File: src/rtl/riscv_lsu.sv
// Load/store unit: one data-bus transaction per core memory request, with
// store lane replication / byte enables and load lane extraction / extension.
module riscv_lsu (
  input  logic        clk_i,
  input  logic        rst_i,
  input  logic        core_req_i,
  input  logic        core_we_i,
  input  logic [2:0]  core_size_i,
  input  logic [31:0] core_addr_i,
  input  logic [31:0] core_wd_i,
  output logic [31:0] core_rd_o,
  output logic        core_stall_req_o,
  output logic        misaligned_o,
  output logic        mem_req_o,
  output logic        mem_we_o,
  output logic [3:0]  mem_be_o,
  output logic [31:0] mem_addr_o,
  output logic [31:0] mem_wd_o,
  input  logic [31:0] mem_rd_i,
  input  logic        mem_ready_i
);

  localparam logic [1:0] ST_IDLE = 2'd0;
  localparam logic [1:0] ST_REQ  = 2'd1;
  localparam logic [1:0] ST_RESP = 2'd2;

  localparam logic [2:0] LDST_B  = 3'd0;
  localparam logic [2:0] LDST_H  = 3'd1;
  localparam logic [2:0] LDST_W  = 3'd2;
  localparam logic [2:0] LDST_BU = 3'd4;
  localparam logic [2:0] LDST_HU = 3'd5;

  logic [1:0]  state_q, state_d;
  logic        we_q, we_d;
  logic [2:0]  size_q, size_d;
  logic [31:0] addr_q, addr_d;
  logic [3:0]  be_q, be_d;
  logic [31:0] wd_q, wd_d;
  logic        err_q, err_d;
  logic [31:0] rd_q, rd_d;

  logic        illegal;
  logic [3:0]  be_calc;
  logic [31:0] wd_calc;
  logic [15:0] lane;
  logic [31:0] rd_ext;

  // Request decode: legality, byte enables and replicated store data.
  // NOTE: every signal written in a combinational block gets a default first,
  // so no path leaves it unassigned and no latch is inferred.
  always_comb begin
    illegal = 1'b0;
    be_calc = 4'b0000;
    wd_calc = core_wd_i;
    case (core_size_i)
      LDST_B, LDST_BU: begin
        be_calc = 4'b0001 << core_addr_i[1:0];
        wd_calc = {4{core_wd_i[7:0]}};
      end
      LDST_H, LDST_HU: begin
        illegal = core_addr_i[0];
        be_calc = core_addr_i[1] ? 4'b1100 : 4'b0011;
        wd_calc = {2{core_wd_i[15:0]}};
      end
      LDST_W: begin
        illegal = (core_addr_i[1:0] != 2'b00);
        be_calc = 4'b1111;
      end
      default: illegal = 1'b1;
    endcase
    if (core_we_i && (core_size_i == LDST_BU || core_size_i == LDST_HU))
      illegal = 1'b1;
  end

  // Load path: shift the addressed lane down, then extend by latched size.
  always_comb begin
    lane   = 16'(mem_rd_i >> {addr_q[1:0], 3'b000});
    rd_ext = mem_rd_i;
    case (size_q)
      LDST_B:  rd_ext = {{24{lane[7]}}, lane[7:0]};
      LDST_BU: rd_ext = {24'h0, lane[7:0]};
      LDST_H:  rd_ext = {{16{lane[15]}}, lane};
      LDST_HU: rd_ext = {16'h0, lane};
      default: rd_ext = mem_rd_i;
    endcase
  end

  always_comb begin
    state_d = state_q;
    we_d    = we_q;
    size_d  = size_q;
    addr_d  = addr_q;
    be_d    = be_q;
    wd_d    = wd_q;
    err_d   = err_q;
    rd_d    = rd_q;
    case (state_q)
      ST_IDLE: begin
        if (core_req_i) begin
          err_d = illegal;
          if (illegal) begin
            state_d = ST_RESP;
          end else begin
            we_d    = core_we_i;
            size_d  = core_size_i;
            addr_d  = core_addr_i;
            be_d    = be_calc;
            wd_d    = wd_calc;
            state_d = ST_REQ;
          end
        end
      end
      ST_REQ: begin
        if (mem_ready_i) begin
          if (!we_q) rd_d = rd_ext;
          state_d = ST_RESP;
        end
      end
      default: state_d = ST_IDLE;
    endcase
  end

  // NOTE: sequential state uses non-blocking assignments so every register
  // samples its next-state value from the same pre-edge snapshot.
  always_ff @(posedge clk_i) begin
    if (rst_i) begin
      state_q <= ST_IDLE;
      we_q    <= 1'b0;
      size_q  <= LDST_B;
      addr_q  <= 32'h0;
      be_q    <= 4'b0000;
      wd_q    <= 32'h0;
      err_q   <= 1'b0;
      rd_q    <= 32'h0;
    end else begin
      state_q <= state_d;
      we_q    <= we_d;
      size_q  <= size_d;
      addr_q  <= addr_d;
      be_q    <= be_d;
      wd_q    <= wd_d;
      err_q   <= err_d;
      rd_q    <= rd_d;
    end
  end

  always_comb begin
    core_stall_req_o = 1'b0;
    case (state_q)
      ST_IDLE: core_stall_req_o = core_req_i;
      ST_REQ:  core_stall_req_o = 1'b1;
      default: core_stall_req_o = 1'b0;
    endcase
  end

  assign misaligned_o = (state_q == ST_RESP) && err_q;
  assign mem_req_o    = (state_q == ST_REQ);
  assign mem_we_o     = we_q;
  assign mem_be_o     = be_q;
  assign mem_addr_o   = addr_q;
  assign mem_wd_o     = wd_q;
  assign core_rd_o    = rd_q;

endmodule

File: config.mk
export PLATFORM = sky130hd
export DESIGN_NAME = riscv_lsu
export DESIGN_NICKNAME = d
export VERILOG_FILES = /design/src/rtl/riscv_lsu.sv
export SDC_FILE = /design/constraint.sdc
export NUM_CORES = 1
export LEC_CHECK = 0
export ABC_CLOCK_PERIOD_IN_PS = 1800
export BUFFER_PORTS_ARGS = -buffer_cell sky130_fd_sc_hd__buf_2
export CAP_MARGIN = 10
export CORE_MARGIN = 2
export CORE_UTILIZATION = 45
export DETAILED_ROUTE_END_ITERATION = 10
export PLACE_DENSITY = 0.76
export SYNTH_ARGS = -nofsm -noshare
export SYNTH_HDL_FRONTEND = slang
export SYNTH_SLANG_ARGS = --single-unit
File: constraint.sdc
create_clock -name clk_i -period 1.8 [get_ports clk_i]
set_input_delay 0.36 -clock clk_i [delete_from_list [all_inputs] [get_ports clk_i]]
set_output_delay 0.36 -clock clk_i [all_outputs]
set_load 0.05 [all_outputs]
==> results of run 1 <==
[Yosys cell counts]
cell type                     n
sky130_fd_sc_hd__inv_2        1
sky130_fd_sc_hd__o221ai_1     1
sky130_fd_sc_hd__a21oi_1     70
sky130_fd_sc_hd__o21ai_1      1
sky130_fd_sc_hd__o32ai_1      7
sky130_fd_sc_hd__nor4bb_1     1
sky130_fd_sc_hd__nor3_1      12
sky130_fd_sc_hd__buf_4        2
sky130_fd_sc_hd__mux4_2       1
sky130_fd_sc_hd__nor2b_4      1
sky130_fd_sc_hd__nor2_1      56
sky130_fd_sc_hd__o21ai_0     23
sky130_fd_sc_hd__clkbuf_1    24
sky130_fd_sc_hd__a21boi_0     7
sky130_fd_sc_hd__a211o_1      1
sky130_fd_sc_hd__nand2_1    145
sky130_fd_sc_hd__mux2_2       1
sky130_fd_sc_hd__mux2i_1     25
sky130_fd_sc_hd__o21a_1       1
sky130_fd_sc_hd__a32o_1       1
sky130_fd_sc_hd__nor4_2       1
sky130_fd_sc_hd__a21o_1       1
sky130_fd_sc_hd__nor2b_1      4
sky130_fd_sc_hd__a311oi_2    10
sky130_fd_sc_hd__inv_1        2
sky130_fd_sc_hd__buf_2       18
sky130_fd_sc_hd__nand4bb_1    1
sky130_fd_sc_hd__nor4_1       1
sky130_fd_sc_hd__buf_1        2
sky130_fd_sc_hd__buf_6        4
sky130_fd_sc_hd__o21ai_4      1
sky130_fd_sc_hd__a221oi_2     1
sky130_fd_sc_hd__a311oi_1    14
sky130_fd_sc_hd__nand2b_1    16
sky130_fd_sc_hd__dfxtp_1    107
sky130_fd_sc_hd__o2bb2ai_1    7
sky130_fd_sc_hd__nor3b_1      2
sky130_fd_sc_hd__a211oi_1    13
[cell families after synthesis]
kind of cell / after synthesis / share of synthesized area
compound gates: 159 / 0.228
buf+inv: 53 / 0.0541
mux: 27 / 0.0594
flops: 107 / 0.448
simple gates: 240 / 0.211
[per-layer routing]
layer  wire, µm  GRT usage  share of wire
met5          0          0              0
met4        379      0.103          0.027
met3       1060     0.0529          0.076
met2       6600      0.406           0.47
met1       5850      0.303           0.42
[area by class of cell]
type	count	area, µm²	share of cell area
multi-input cells	426	2410	0.387
flip-flops and latches	107	2150	0.344
repair buffers	229	1270	0.203
well taps	136	170	0.0273
clock buffers	11	141	0.0227
clock inverters	5	85.1	0.0136
inverters	3	11.3	0.00181
[through the flow]
stage / hold slack [ns] / worst slack [ns]
after floorplan: 0.450 / 0.00910
after global placement: 0.440 / 0.132
after detailed placement: 0.445 / 0.0880
after CTS: 0.204 / 0.0301
after global routing: 0.207 / 0.00792
final: 0.215 / 0.127
[state kept, by name (all words and copies together), names as in the netlist]
name	flops
size_q	3
state_q	2
err_q	1
mem_we_o	1
mem_wd_o	32
mem_addr_o	32
core_rd_o	32
mem_be_o	4
[cell usage in the layout, fill, tap and decap left out, types with 2 or more instances in the layout]
cell type                   instances
sky130_fd_sc_hd__o21ai_0           23
sky130_fd_sc_hd__buf_4             18
sky130_fd_sc_hd__a21oi_1           70
sky130_fd_sc_hd__inv_1              2
sky130_fd_sc_hd__o2bb2ai_1          7
sky130_fd_sc_hd__clkbuf_8          10
sky130_fd_sc_hd__dfxtp_1          105
sky130_fd_sc_hd__nand2_1          145
sky130_fd_sc_hd__nor2b_1            3
sky130_fd_sc_hd__buf_12             5
sky130_fd_sc_hd__o21ai_4            2
sky130_fd_sc_hd__nor3_1            12
sky130_fd_sc_hd__buf_2            205
sky130_fd_sc_hd__nor3b_1            2
sky130_fd_sc_hd__a21boi_0           7
sky130_fd_sc_hd__o32ai_1            7
sky130_fd_sc_hd__nand2b_1          16
sky130_fd_sc_hd__a311oi_1          14
sky130_fd_sc_hd__a211oi_1          13
sky130_fd_sc_hd__nor2_1            56
sky130_fd_sc_hd__bufinv_16          2
sky130_fd_sc_hd__mux2i_1           25
sky130_fd_sc_hd__a311oi_2          10
[power breakdown]
group,total (W),switching (W),internal [W]
Combinational,0.00119,0.000819,0.000372
Clock,0.00167,0.000842,0.000831
Sequential,0.00254,0.0000643,0.00248
[final timing paths]
check	slack, ns	start	cells after the start	to
min reg2reg	0.46	mem_wd_o[30]	2	mem_wd_o[30]
min	0.22	core_addr_i[19]	3	mem_addr_o[19]
max	0.13	state_q[0]	2	mem_req_o
max reg2reg	0.16	mem_addr_o[1]	4	core_rd_o[13]
[timing repair]
item,4_1_cts,5_1_grt
hold buffers,0,0
resized for setup,0,2
buffers inserted,0,0
setup endpoints to repair,0,6
[tightest hold or removal path, cell delays in order]
cell	delay [ns]
sky130_fd_sc_hd__buf_2	0.09
sky130_fd_sc_hd__nand2_1	0.04
sky130_fd_sc_hd__a21oi_1	0.05
==> flow_metrics.tcl, run 1 <==
set metrics [dict create \
    max_clock_freq_mhz 598 \
    report.power.total_w 0.00540 \
    insertion_delay_ns 0.37 \
    initial_drc_count 259 \
    globalplace.congestion 0.901 \
    synth_top_area_frac 0.448 \
    vias_per_cell 5.35 \
    finalHoldViolCount 0 \
    dp_hpwl_mm 10.4 \
    status "completed" \
    route.detailed.drc 0 \
    syn_nets 690 \
    slew_headroom 0.668 \
    p_leak_nw 2.71 \
    syn_avg_cell_area_um2 8.16 \
    cells_along_the_critical_path "nor2b_2 > clkbuf_4" \
    first_pass_grt_wire_length_mm 22.4 \
    initial_core_util 0.463 \
    worst-path-buf-inv 1 \
    core_um2 10300 \
    period_share 0.930 \
    worst-setup-path-type "register to output pin" \
    synth.area.top_cells "sky130_fd_sc_hd__dfxtp_1 45%, sky130_fd_sc_hd__nand2_1 11%, sky130_fd_sc_hd__a21oi_1 7.3%" \
    setup_repair_after_global_routing_missed_its_margin "no" \
    cellPowerDensity_nw_per_um2 867 \
    clock_sink_count 107 \
    h-tree-depth 3 \
    class_of_the_tightest_hold_or_removal_check "input pin to register" \
    crit_path_max_fanout 6 \
    number_of_cells_produced_by_synthesis 586 \
    drt.antenna.violating_nets 0 \
    yosysWarningCount 0 \
    sequential_fraction_of_the_synthesis_area 0.448 \
    globalRouteOverflowTotal 0 \
    synth.distinct_cells 38 \
    cp_arrival_ns 1.31 \
    final.min_clock_period_ns 1.67 \
    diodes 0 \
    clock_path_buffers 2 \
    critPathSlowestCell "sky130_fd_sc_hd__dfxtp_1" \
    top_level_ports 208 \
    grt_pass1_vias 4712 \
    drt_first_pass_iters 5 \
    detailroute.via_count 4907 \
    report.final.slew_viol_count 0 \
    skew_ns 0.0120 \
    transition_time_at_the_pin_with_the_least_slew_margin_ns 0.496 \
    layout.cell_area.non_filler_um2 6240 \
    routed_wire_length_mm 13.9 \
    syn2layout_area_growth_pct 30.4 \
    root_buffer "sky130_fd_sc_hd__clkbuf_8" \
    tritoncts "built" \
    end_kind "output pin" \
    maximum_vdd_ir_drop_mv 0.435 \
    placement.cell_area_um2 6000 \
    io_buffers 207 \
    num_cts_buffers 9 \
    grt_max_degree 59 \
    final.fill_count 960 \
    timing.setup.tns_ns 0 \
    critPathRequiredTime_ns 1.44 \
    placed_cells 901 \
    post-synth-top-area-cell "sky130_fd_sc_hd__dfxtp_1" \
    finish.net_count 880 \
    fp.dieArea_um2 11500 \
    syn-cell-area_um2 4780 \
    layout.cells.non_filler 917 \
    finalCoreUtilization 0.604 \
    placement_rows 37 \
    max-cap-violations 0 \
    postSynthRegisterBits 107 \
    start_kind "register" \
    grt_antenna_before_repair 0 \
    avgRoutedWirePerCell_um 15.1 \
    worst_path_largest_cell_delay_ns 0.44 \
    setup_violations 0 \
    final_layout_size_suffix_gt1_frac 0.342 \
    clkSlewWorstSetupHoldPaths_ns 0.10 \
    floorplan.die.height_um 107 \
    die_w_um 107 \
    cpLargestDelayFamily "flip-flops" \
    global_route.usage.total 0.243 \
]
Note: power is estimated with default switching activity, not from simulation.
==> run 2: changes to the inputs <==
--- a/config.mk
+++ b/config.mk
@@ -5,13 +5,13 @@
 export SDC_FILE = /design/constraint.sdc
 export NUM_CORES = 1
 export LEC_CHECK = 0
+export ABC_AREA = 1
 export ABC_CLOCK_PERIOD_IN_PS = 1800
 export BUFFER_PORTS_ARGS = -buffer_cell sky130_fd_sc_hd__buf_2
 export CAP_MARGIN = 10
-export CORE_MARGIN = 2
 export CORE_UTILIZATION = 45
 export DETAILED_ROUTE_END_ITERATION = 10
-export PLACE_DENSITY = 0.76
+export PLACE_DENSITY = 0.75
 export SYNTH_ARGS = -nofsm -noshare
 export SYNTH_HDL_FRONTEND = slang
 export SYNTH_SLANG_ARGS = --single-unit
==> constraint.sdc (replaced) <==
create_clock -name clk_i -period 1.8 [get_ports clk_i]
set_input_delay 0.45 -clock clk_i [delete_from_list [all_inputs] [get_ports clk_i]]
set_output_delay 0.45 -clock clk_i [all_outputs]
set_load 0.05 [all_outputs]
==> flow_metrics.tcl, run 2 <==
set metrics [dict create \
    status "completed" \
    final.fill_count 1062 \
    syn-cell-area_um2 5140 \
    final_common_cell "sky130_fd_sc_hd__nand2_1" \
    top_level_ports 208 \
    sequential_cell_area_um2 2140 \
    report.final.slew_viol_count 0 \
    routed_wire_length_mm 15.2 \
    setup_repair_after_global_routing_missed_its_margin "no" \
    insertion_delay_ns 0.34 \
    post-synth-top-area-cell "sky130_fd_sc_hd__dfxtp_1" \
    swShare 0.343 \
    first_pass_grt_wire_length_mm 24.2 \
    finish.net_count 1072 \
    period_share 0.956 \
    h-tree-depth 3 \
    max_clock_freq_mhz 581 \
    drt.antenna.violating_nets 0 \
    initial_core_util 0.468 \
    avgRoutedWirePerCell_um 13.7 \
    postCtsResizedCells 0 \
    cpLargestDelayFamily "buffers and inverters" \
    multi_input_area_um2 2530 \
    clkSlewWorstSetupHoldPaths_ns 0.08 \
    commonest_cells_after_routing_fill_and_taps_aside "218 x sky130_fd_sc_hd__nand2_1, 207 x sky130_fd_sc_hd__buf_2, 111 x sky130_fd_sc_hd__nand3_1" \
    postSynthRegisterBits 107 \
    tritoncts "built" \
    pwr-share-comb 0.247 \
    p_leak_nw 3.39 \
    dp_hpwl_mm 10.9 \
    synth.distinct_cells 24 \
    global_route.usage.total 0.257 \
    cellPowerDensity_nw_per_um2 922 \
    power.net_switching_w 0.00212 \
    sequentialPowerShare 0.417 \
    detailroute.via_count 5791 \
    vias_per_cell 5.20 \
    fp.dieArea_um2 11900 \
    number_of_enable_type_register_cells_in_the_synthesized_netlist 0 \
    num_cts_buffers 9 \
    route.detailed.drc 0 \
    class_of_the_tightest_hold_or_removal_check "input pin to register" \
    synth.area.top_cells "sky130_fd_sc_hd__dfxtp_1 42%, sky130_fd_sc_hd__nand2_1 16%, sky130_fd_sc_hd__nand3_1 11%" \
    syn_nets 880 \
    clock_sink_count 107 \
    worst-path-buf-inv 2 \
    end_kind "output pin" \
    grt_max_degree 61 \
    critPathRequiredTime_ns 1.35 \
    yosysWarningCount 0 \
    initial_drc_count 565 \
    cts.hold.buffers_added 0 \
    diodes 0 \
    skew_ns 0.0118 \
    drt_first_pass_iters 5 \
    dp_worst_setup_slack_ns 0.00208 \
    placement_rows 38 \
    transition_time_at_the_pin_with_the_least_slew_margin_ns 0.395 \
    slew_headroom 0.736 \
    setup_violations 0 \
    post_route_setup_slack_ns 0.0783 \
    clockPowerShare 0.336 \
    post_cts_setup_driven_buffer_insertion_count 0 \
    core_um2 11000 \
    syn2layout_area_growth_pct 29.9 \
    worst_path_largest_cell_delay_ns 0.37 \
    globalplace.congestion 0.919 \
    final.min_clock_period_ns 1.72 \
    globalRouteOverflowTotal 0 \
    root_buffer "sky130_fd_sc_hd__clkbuf_16" \
    floorplan.die.height_um 109 \
    yosys_most_used_dff "sky130_fd_sc_hd__dfxtp_1" \
    maximum_vdd_ir_drop_mv 0.448 \
    clock_path_buffers 2 \
    worst-setup-path-type "register to output pin" \
    cp_arrival_ns 1.27 \
    syn_avg_cell_area_um2 6.63 \
    netlist_top_cells_count "219 x sky130_fd_sc_hd__nand2_1, 111 x sky130_fd_sc_hd__nand3_1, 107 x sky130_fd_sc_hd__dfxtp_1" \
    hold-worst-slack_ns 0.371 \
    cells_along_the_critical_path "buf_4 > buf_2" \
    grt_pass1_vias 5134 \
    number_of_cells_produced_by_synthesis 776 \
    critPathSlowestCell "sky130_fd_sc_hd__dfxtp_1" \
    max-cap-violations 0 \
    grt_antenna_before_repair 0 \
    die_w_um 109 \
    dominant_cell_by_count_in_the_synthesized_netlist "sky130_fd_sc_hd__nand2_1" \
    finalHoldViolCount 0 \
    final_layout_size_suffix_gt1_frac 0.275 \
    internal_power_w 0.00405 \
    sequential_fraction_of_the_synthesis_area 0.416 \
    io_buffers 207 \
    synth_top_area_frac 0.416 \
    timing.setup.tns_ns 0 \
    crit_path_max_fanout 20 \
    start_kind "register" \
    async_flop_share 0 \
]
## run 2: through the flow
step                      cells  cell area, µm²  total power (W)  utilization
final                      1113            6680          0.00616        0.608
after global routing       1113            6680          0.00645        0.608
after CTS                  1113            6680          0.00619        0.608
after detailed placement   1097            6370          0.00414        0.580
after global placement     1097            6370          0.00413        0.580
after floorplan             776            5150          0.00367            -
## run 2: routing by layer
| layer | vias up | wire length (µm) | global-route usage |
|---|---|---|---|
| li1 | 2911 | - | - |
| met2 | 288 | 7030 | 0.418 |
| met1 | 2562 | 6510 | 0.335 |
| met4 | 0 | 368 | 0.0975 |
| met5 | - | 0 | 0 |
| met3 | 30 | 1310 | 0.0502 |
## run 2: layout make-up
| type | instances | area share |
|---|---|---|
| flip-flops and latches | 107 | 0.321 |
| well taps | 140 | 0.0262 |
| repair buffers | 235 | 0.198 |
| multi-input cells | 559 | 0.378 |
| clock buffers | 9 | 0.0337 |
| inverters | 56 | 0.0315 |
| clock inverters | 7 | 0.0122 |
## run 2: power groups by stage
stage | logic (W) | clock network [W] | registers [W]
finish | 0.00152 | 0.00207 | 0.00257
global placement | 0.00151 | 0 | 0.00263
detailed placement | 0.00151 | 0 | 0.00263
CTS | 0.00152 | 0.00210 | 0.00257
global route | 0.00165 | 0.00221 | 0.00259
floorplan | 0.000624 | 0 | 0.00305
## run 2: worst paths after layout
path	from	end	slack, ns	depth (start not counted)
max	mem_addr_o[0]	mem_addr_o[0]	0.08	2
min	core_addr_i[12]	mem_addr_o[12]	0.37	3
max reg2reg	mem_addr_o[0]	core_rd_o[19]	0.25	8
min reg2reg	mem_addr_o[2]	mem_addr_o[2]	0.46	2
## run 2: logic make-up after synthesis
family | count (synthesis) | synth area share
AOI/OAI and AO/OA | 132 | 0.134
and+or+nand+nor | 427 | 0.356
DFF | 107 | 0.416
buffers and inverters | 110 | 0.0937
## run 2: worst register-to-register path: stages, from the launching register on
cell                      delay, ns
sky130_fd_sc_hd__dfxtp_1       0.37
sky130_fd_sc_hd__buf_4         0.25
sky130_fd_sc_hd__nand2_1       0.10
sky130_fd_sc_hd__nand3_1       0.10
sky130_fd_sc_hd__nand2_1       0.07
sky130_fd_sc_hd__nand2_1       0.07
sky130_fd_sc_hd__nand2_2       0.20
sky130_fd_sc_hd__o21ai_0       0.23
sky130_fd_sc_hd__inv_1         0.06
